[src/rtl/core_run_controller.sv]
// Run/halt/single-step sequencer: gates instruction commit, PC breakpoint, error halt, retire counter.
// Latency: commitEnable is combinational; halted/haltCause/retiredCount update on the closing edge.
// Backpressure: none; the core simply does not commit while commitEnable is low.
module core_run_controller #(
    parameter int unsigned RESET_HOLD_CYCLES = 4,
    parameter bit          START_HALTED      = 1'b0
) (
    input  logic        clock,
    input  logic        reset,
    input  logic        haltRequest,
    input  logic        resumeRequest,
    input  logic        stepRequest,
    input  logic        breakpointEnable,
    input  logic [31:0] breakpointAddress,
    input  logic [31:0] pcOfInstruction,
    input  logic        programCounterMisaligned,
    input  logic        memoryUnalignedAccess,
    input  logic        memoryBadFunct3,
    output logic        commitEnable,
    output logic        halted,
    output logic [2:0]  haltCause,
    output logic [63:0] retiredCount
);

    typedef enum logic [1:0] {HOLD, RUN, HALTED, STEP} state_t;

    localparam logic [2:0] CAUSE_NONE       = 3'd0;
    localparam logic [2:0] CAUSE_HALT_REQ   = 3'd1;
    localparam logic [2:0] CAUSE_BREAKPOINT = 3'd2;
    localparam logic [2:0] CAUSE_STEP       = 3'd3;
    localparam logic [2:0] CAUSE_ERROR      = 3'd4;

    localparam logic [7:0] HOLD_LAST = 8'(RESET_HOLD_CYCLES - 1);

    state_t     state;
    logic [7:0] holdCount;
    logic       skipBp;
    logic       resumePrev;
    logic       stepPrev;

    logic err;
    logic bpHit;
    logic resumeEdge;
    logic stepEdge;

    always_comb begin
        err          = programCounterMisaligned | memoryUnalignedAccess | memoryBadFunct3;
        bpHit        = breakpointEnable && (pcOfInstruction == breakpointAddress) && !skipBp;
        resumeEdge   = resumeRequest & ~resumePrev;
        stepEdge     = stepRequest & ~stepPrev;
        commitEnable = ((state == RUN) || (state == STEP)) && !err && !(bpHit && (state == RUN));
    end

    always_ff @(posedge clock or posedge reset) begin
        if (reset) begin
            state        <= HOLD;
            holdCount    <= 8'd0;
            skipBp       <= 1'b0;
            resumePrev   <= 1'b0;
            stepPrev     <= 1'b0;
            halted       <= 1'b0;
            haltCause    <= CAUSE_NONE;
            retiredCount <= 64'd0;
        end else begin
            resumePrev <= resumeRequest;
            stepPrev   <= stepRequest;
            // skipBp only survives the single RUN cycle that follows a resume
            skipBp     <= 1'b0;
            if (commitEnable) begin
                retiredCount <= retiredCount + 64'd1;
            end
            case (state)
                HOLD: begin
                    if (holdCount == HOLD_LAST) begin
                        if (START_HALTED) begin
                            state  <= HALTED;
                            halted <= 1'b1;
                        end else begin
                            state <= RUN;
                        end
                        haltCause <= CAUSE_NONE;
                    end else begin
                        holdCount <= holdCount + 8'd1;
                    end
                end
                RUN: begin
                    if (err) begin
                        state     <= HALTED;
                        halted    <= 1'b1;
                        haltCause <= CAUSE_ERROR;
                    end else if (bpHit) begin
                        state     <= HALTED;
                        halted    <= 1'b1;
                        haltCause <= CAUSE_BREAKPOINT;
                    end else if (haltRequest) begin
                        state     <= HALTED;
                        halted    <= 1'b1;
                        haltCause <= CAUSE_HALT_REQ;
                    end
                end
                HALTED: begin
                    if (resumeEdge) begin
                        state  <= RUN;
                        halted <= 1'b0;
                        skipBp <= 1'b1;
                    end else if (stepEdge) begin
                        state  <= STEP;
                        halted <= 1'b0;
                    end
                end
                STEP: begin
                    state     <= HALTED;
                    halted    <= 1'b1;
                    haltCause <= err ? CAUSE_ERROR : CAUSE_STEP;
                end
                default: begin
                    state <= HOLD;
                end
            endcase
        end
    end

endmodule

[config.mk]
export PLATFORM = sky130hd
export DESIGN_NAME = core_run_controller
export DESIGN_NICKNAME = d
export VERILOG_FILES = /design/src/rtl/core_run_controller.sv
export SDC_FILE = /design/constraint.sdc
export NUM_CORES = 1
export LEC_CHECK = 0
export CAP_MARGIN = 30
export CORE_ASPECT_RATIO = 1.1
export CORE_MARGIN = 10
export CORE_UTILIZATION = 39
export CTS_CLUSTER_DIAMETER = 60
export DETAILED_ROUTE_END_ITERATION = 12
export PLACE_DENSITY = 0.72
export SLEW_MARGIN = 20
export SYNTH_ARGS = -nofsm -noshare
export SYNTH_HDL_FRONTEND = slang
export SYNTH_SLANG_ARGS = --single-unit
[constraint.sdc]
create_clock -name clock -period 2.35 [get_ports clock]
set_input_delay 0.47 -clock clock [delete_from_list [all_inputs] [get_ports clock]]
set_output_delay 0.47 -clock clock [all_outputs]
set_load 0.05 [all_outputs]
==> results.tsv, run 1 <==
stage	metric	value	unit
run_status	status	finished, violations left	
run_status	violated_checks	negative setup slack	
min_path	hold_start	holdCount[7]	
synthesis	post-synth-top-area-fraction	44.7	%
layout	final_cell_mix	dfrtp_1 (81), clkdlybuf4s50_1 (75), buf_4 (66)	
critical_path	setup.worst_path.start	pcOfInstruction[5]	
synthesis	synth_edf_count	0	
layout	seqCellArea	0.00203	mm²
critical_path	critPathLaunchType	input port	
clock_network	cts_htree_levels	3	
critical_path	critical_path.top_delay_family	simple AND/OR/NAND/NOR gates	
synthesis	synth_top_cells_by_area	dfrtp_1 (45%), xor2_1 (13%), xnor2_1 (6.2%)	
die	design.portCount	142	
sta	max-slew-margin-rel	61.9	%
drt	totalWireLength	14900	µm
global_route	grt_antenna_before_repair	1	
synthesis	syn_avg_cell_area	9.90	µm²
placed_design	gp_congestion	0.847	
clock_network	count_of_hold_fix_buffers_inserted_at_cts	0	
synthesis	async_flop_share	100	%
critical_path	timing.critical_path.to_type	output port	
synthesis	syn-cell-area	0.00453	mm²
synthesis	yosysWarningCount	0	
die	floorplan.die_area	0.0163	mm²
global_route	grt_usage	17.6	%
power	power	0.00438	W
die	dieHeight	133	µm
critical_path	required	1.88	ns
synthesis	synth.yosys.seq_area_share	44.7	%
layout	nNetsFinal	736	
critical_path	crit_path_top_delay_cell	nor4b_2	
power	power_leakage	3.30	nW
global_route	grt_pass1_vias	4469	
layout	final_layout_size_suffix_gt1_share	27.7	%
clock_network	cts_tree	yes	
drt	drtPass1Iterations	4	
layout	multi_input_comb_area	0.00267	mm²
power	p_per_area	624	mW/mm²
placed_design	detailedPlacementHpwl	10800	µm
critical_path	timing.rr.start	retiredCount[11]	
clock_network	clock_latency	0.33	ns
sta	final_count_of_negative_setup_slack_endpoints	1	
synthesis	yosysUniqueCellTypes	45	
min_path	hold_class	register to register	
sta	postLayoutSetupSlackWorst	-0.0222	ns
critical_path	crit_type	input port to output port	
synthesis	yosysTopAreaCell	dfrtp_1	
sta	slew_viol_final	0	
synthesis	syn-instance-count	458	
synthesis	top_ff_cell_synth	dfrtp_1	
placed_design	port-buffer-count	141	
placed_design	place_inst	766	
sta	fin_crit	2.37	ns
layout	layout_commonest_cell	dfrtp_1	
critical_path	cpPeakStageDelay	0.31	ns
synthesis	postSynthNetCount	533	
drt	drc	0	
global_route	grt_start_max_net_pins	82	
synthesis	yosys_register_bits	81	
layout	syn2layout_area_growth	54.9	%
critical_path	worstPathBufferInverterCount	3	
sta	worstMarginPinSlew	0.569	ns
die	placeableCoreArea	0.0114	mm²
global_route	gr-total-overflow	0	
layout	layout.filler_cells	937	
sta	timing_hold_violations_final	0	
layout	fin_cells	816	
clock_network	clk_pin_slew	0.06	ns
die	initial_core_util	39.6	%
sta	final_min_period_over_clock_period	101	%
drt	routed_wire_length_per_instance	18.3	µm
sta	achievable-frequency	0.422	GHz
clock_network	clock_tree.buffer_depth	2	
drt	number_of_nets_with_antenna_violations_after_detailed_routing	0	
critical_path	cp_cell_sequence	clkdlybuf4s15_1 > xor2_2 > nor4b_2 > nand4_1 > o21ai_2 > inv_2 > buf_8	
power	ir_worst_vdd	0.496	mV
sta	timing.hold.ws	0.482	ns
placed_design	place_worst_setup_slack	-0.389	ns
drt	dr_total_vias	4413	
job	reported_max_cap_violation_count	0	
drt	post_drt_via_cell_ratio	5.41	
critical_path	worst_ep_arrival_time	1.90	ns
sta	finalClockSkew	0.00652	ns
critical_path	timing.critical_path.fanout_max	2	
drt	dr.first_iter.drc_count	155	
clock_network	clock_sink_count	81	
clock_network	root_buffer	clkbuf_16	
die	chipWidth	123	µm
clock_network	tritoncts.num_buffers	9	
global_route	grt_first_pass_wirelength	22900	µm
die	core.rowCount	41	
==> path summary, 6_finish.rpt <==
kind	to	slack (ns)	depth (start not counted)
max	commitEnable	-0.02	7
min	holdCount[7]	0.48	1
max reg2reg	retiredCount[35]	0.20	6
min reg2reg	holdCount[7]	0.48	1
max in group asynchronous	retiredCount[6]	1.39	3
min in group asynchronous	retiredCount[60]	0.57	3
==> per-layer routing <==
metal	wire length, µm	vias to the layer above	track usage [%]
met4	390	0	7.47
met1	5680	2191	19.7
met2	8030	131	31.3
met3	841	30	3.36
met5	0	-	0
li1	-	2061	-
==> cell usage after synthesis, drive strengths merged (5+ instances only) <==
master	count
inv	8
o21ai	9
nand2b	11
nor3	41
clkbuf	5
nor4	27
and2	6
nor4b	5
dfrtp	81
and3	8
xnor2	32
nand4	34
nor2	14
nand2	32
xor2	65
and4	8
buf	11
nand3	34
==> power by group <==
| group | internal [W] | switching, W |
|---|---|---|
| clock | 0.000953 | 0.000541 |
| combinational | 0.000536 | 0.000659 |
| sequential | 0.00153 | 0.000163 |
==> sequential cells by signal (all words and copies together), names as in the netlist <==
name,cells
retiredCount,64
holdCount,8
haltCause,3
state,2
halted,1
resumePrev,1
skipBp,1
stepPrev,1
==> through the flow <==
stage	cell area (µm²)	TNS (ns)	utilization [%]
2_1_floorplan	4540	0	-
3_3_place_gp	6340	-19.61	55.5
3_5_place_dp	6340	-15.14	55.5
4_1_cts	6930	0	60.6
5_1_grt	7020	-0.130	61.4
6_report	7020	-0.0222	61.4
==> worst register-to-register path, delay by kind of cell, from the launching register on <==
kind,cells,cell delay (ns)
DFF,1,0.44
and+or+nand+nor,5,1.45
xor gates and xnor gates,1,0.17
==> cells by family (layout without fill, tap and decap cells) <==
family / count (synthesis) / after routing / synth area share, %
compound gates: 17 / 17 / 2.15
xor+xnor: 97 / 97 / 18.7
fa+ha+maj: 2 / 2 / 0.552
buf+inv: 24 / 231 / 2.51
flops: 81 / 81 / 44.7
mux: 3 / 3 / 0.718
other cells: 0 / 1 / 0
simple gates: 234 / 234 / 30.6
==> layout make-up <==
cell class | count | share of cell area (%)
multi-input combinational | 353 | 38.1
timing repair buffer | 208 | 25.4
clock inverter | 3 | 0.927
inverter | 8 | 0.481
antenna | 1 | 0.0356
sequential | 81 | 28.9
clock buffer | 12 | 3.51
tap | 150 | 2.67
==> what timing repair did <==
action                     CTS  global route
pin swaps                   39            39
setup endpoints to repair    1            25
setup buffers               22            12
hold endpoints to repair     0             0
resized for setup          139           101
Power figures use the tool's default switching activity.
==> run 2, diff against run 1 <==
Settings changed: ABC_AREA from default to 1, CORE_UTILIZATION 39 to 44, PLACE_DENSITY 0.72 to 0.76.
==> results.tsv, run 2 <==
stage	metric	value	unit
run_status	status	finished, final reports clean	
clock_network	clock_sink_count	81	
layout	layout_commonest_cell	nand2_1	
global_route	grt_pass1_vias	5694	
synthesis	syn-instance-count	860	
synthesis	post-synth-top-area-fraction	35.6	%
min_path	hold_start	resumePrev	
placed_design	dpl-instance-area	0.00734	mm²
synthesis	ys_top_cells_by_count	nand2_1 (292), inv_1 (119), nor2_1 (102)	
min_path	hold_class	register to register	
global_route	grt_first_pass_wirelength	30300	µm
job	reported_max_cap_violation_count	0	
clock_network	clock_tree.buffer_depth	2	
sta	max-slew-margin-rel	60.6	%
clock_network	cts_htree_levels	3	
drt	dr_total_vias	5942	
synthesis	synth_compound_gate_area_share	5.29	%
critical_path	r2r.worst_path.cells	9	
layout	nNetsFinal	1089	
critical_path	rrSetupSlack	0.26	ns
sta	achievable-frequency	0.442	GHz
sta	postLayoutSetupSlackWorst	0.0856	ns
synthesis	synth_top_family_by_area	simple AND/OR/NAND/NOR gates	
placed_design	gp_congestion	0.994	
synthesis	synthMuxAreaShare	0	%
placed_design	detailedPlacementHpwl	15300	µm
power	p_per_area	1000	mW/mm²
synthesis	syn_avg_cell_area	6.63	µm²
global_route	gr-total-overflow	0	
global_route	grt_usage	21.1	%
die	core.rowCount	43	
drt	dr.first_iter.drc_count	359	
layout	layout.filler_cells	1201	
drt	drtPass1Iterations	7	
clock_network	clock_latency	0.35	ns
synthesis	yosysTopAreaCell	dfrtp_1	
die	design.portCount	142	
drt	routed_wire_length_per_instance	16.1	µm
die	initial_core_util	45.1	%
synthesis	yosysWarningCount	0	
synthesis	synth_top_cells_by_area	dfrtp_1 (36%), nand2_1 (19%), inv_1 (7.8%)	
min_path	whs_path_cells	1	
synthesis	synth_edf_count	0	
power	ir_worst_vdd	0.940	mV
drt	drc	0	
sta	fin_crit	2.26	ns
synthesis	synthAdderAreaFrac	0.439	%
sta	slew_viol_final	0	
synthesis	syn-cell-area	0.00570	mm²
synthesis	top_ff_cell_synth	dfrtp_1	
synthesis	synth.yosys.seq_area_share	35.6	%
synthesis	synthSimpleGateAreaFrac	38.7	%
critical_path	timing.rr.start	retiredCount[0]	
sta	final_count_of_negative_setup_slack_endpoints	0	
synthesis	postSynthNetCount	935	
critical_path	timing.critical_path.fanout_max	2	
synthesis	synth_xor_xnor_area_share	10.4	%
layout	final_layout_size_suffix_gt1_share	5.11	%
min_path	min_to	skipBp	
placed_design	port-buffer-count	141	
clock_network	cts_tree	yes	
placed_design	place_worst_setup_slack	-0.113	ns
critical_path	worst_ep_arrival_time	1.79	ns
sta	worstMarginPinSlew	0.588	ns
sta	final_min_period_over_clock_period	96.4	%
layout	layout_top_registers	retiredCount (64), holdCount (8), haltCause (3)	
clock_network	clk_pin_slew	0.06	ns
die	chipWidth	129	µm
drt	number_of_nets_with_antenna_violations_after_detailed_routing	0	
die	placeableCoreArea	0.0126	mm²
sta	fin_setup_tns	0	ns
synthesis	async_flop_share	100	%
drt	totalWireLength	18900	µm
synthesis	yosys.cell_count.top_type	nand2_1	
synthesis	yosys_register_bits	81	
die	dieHeight	139	µm
critical_path	required	1.88	ns
layout	syn2layout_area_growth	34.2	%
layout	max_flop_register	retiredCount	
layout	largest_register_ffs	64	
critical_path	critPathLaunchType	input port	
critical_path	critical_path.reg2reg.endpoint	retiredCount[32]	
clock_network	tritoncts.num_buffers	9	
critical_path	crit_type	input port to output port	
synthesis	yosysUniqueCellTypes	29	
sta	finalClockSkew	0.00954	ns
global_route	grt_antenna_before_repair	1	
sta	timing_hold_violations_final	0	
layout	final_cell_mix	nand2_1 (292), inv_1 (117), nor2_1 (100)	
power	power_leakage	3.60	nW
drt	post_drt_via_cell_ratio	5.06	
layout	final_design_area_no_fill	0.00765	mm²
die	floorplan.die_area	0.0179	mm²
global_route	grt_start_max_net_pins	82	
clock_network	root_buffer	clkbuf_16	
critical_path	timing.critical_path.to_type	output port	
## run 2: cell types whose count changed after synthesis, moves of 7 or more
cell	previous run	this run
xor2_1	65	47
nor2_1	13	102
nor3_1	39	28
and4_1	7	0
nand3_1	33	40
nor4_1	22	2
and3_1	8	0
o21ai_1	1	28
nand3b_1	0	7
inv_1	7	119
o21ai_0	8	26
nand2b_1	11	0
nand2_1	32	292
xnor2_1	32	21
## run 2: kinds of logic (layout without fill, tap and decap cells)
logic type | after synthesis | in the layout
AND/OR/NAND/NOR | 516 | 516
AO/OA/AOI/OAI | 58 | 58
XOR/XNOR | 68 | 68
flip-flops | 81 | 81
adder cells (fa/ha/maj) | 2 | 2
other | 0 | 1
buffers and inverters | 135 | 292
## run 2: per-layer routing
metal	wire [µm]	global-route usage, %
met2	8810	34.2
met5	0	0
met4	446	7.21
met3	1260	3.53
met1	8420	27.6
## run 2: stage by stage
step	hold slack, ns	utilization, %	instances	total power (W)
after floorplan	0.407	-	860	0.00500
after CTS	0.436	59.9	1172	0.00771
after global routing	0.464	60.5	1175	0.00813
final	0.435	60.5	1175	0.00766
after global placement	0.419	58.0	1156	0.00640
after detailed placement	0.428	58.0	1156	0.00645
## run 2: worst max-delay path by stage
| stage | to | start | slack, ns |
|---|---|---|---|
| 2_1_floorplan | retiredCount[32] | retiredCount[0] | 0.19 |
| 3_3_place_gp | retiredCount[62] | breakpointAddress[1] | -0.06 |
| 3_5_place_dp | retiredCount[9] | breakpointAddress[1] | -0.11 |
| 4_1_cts | commitEnable | pcOfInstruction[31] | 0.001 |
| 5_1_grt | commitEnable | pcOfInstruction[7] | -0.007 |
| 6_report | commitEnable | pcOfInstruction[7] | 0.09 |
## run 2: final cells by class
| class | count | area (µm²) | share of cell area, % |
|---|---|---|---|
| clock buffer | 10 | 229 | 2.99 |
| tap | 157 | 196 | 2.57 |
| multi-input combinational | 644 | 3140 | 41.0 |
| timing repair buffer | 157 | 1570 | 20.6 |
| antenna | 1 | 2.50 | 0.0327 |
| clock inverter | 4 | 22.5 | 0.294 |
| sequential | 81 | 2030 | 26.5 |
| inverter | 121 | 460 | 6.02 |
## run 2: repair_timing
action                                 in CTS  in global routing
setup endpoints to repair                   1                 18
cloned                                      0                  0
resized for setup                          33                 27
hold buffers                                0                  0
setup buffers                               2                  2
pin swaps                                  19                 26
endpoints found under the hold margin       0                  0
## run 2: power breakdown
| group | leakage, nW | internal (W) | switching [W] |
|---|---|---|---|
| Clock | 0.124 | 0.000698 | 0.000553 |
| Sequential | 1.05 | 0.00187 | 0.000631 |
| Combinational | 2.42 | 0.00131 | 0.00260 |
## run 2: worst max-delay path: stages
cell and delay [ns]:
clkdlybuf4s50_1 0.45, inv_1 0.04, nand2_1 0.04, o21ai_0 0.07, nor2_1 0.11, nand3_1 0.08, nor2_2 0.15, nand3_2 0.10
nand2_4 0.08, inv_4 0.04, buf_12 0.14
==> run 3, diff against run 2 <==
Settings changed: SLEW_MARGIN 20 to default.
==> results of run 3 <==
Final layout, timing and power as in run 2 (identical DEF).
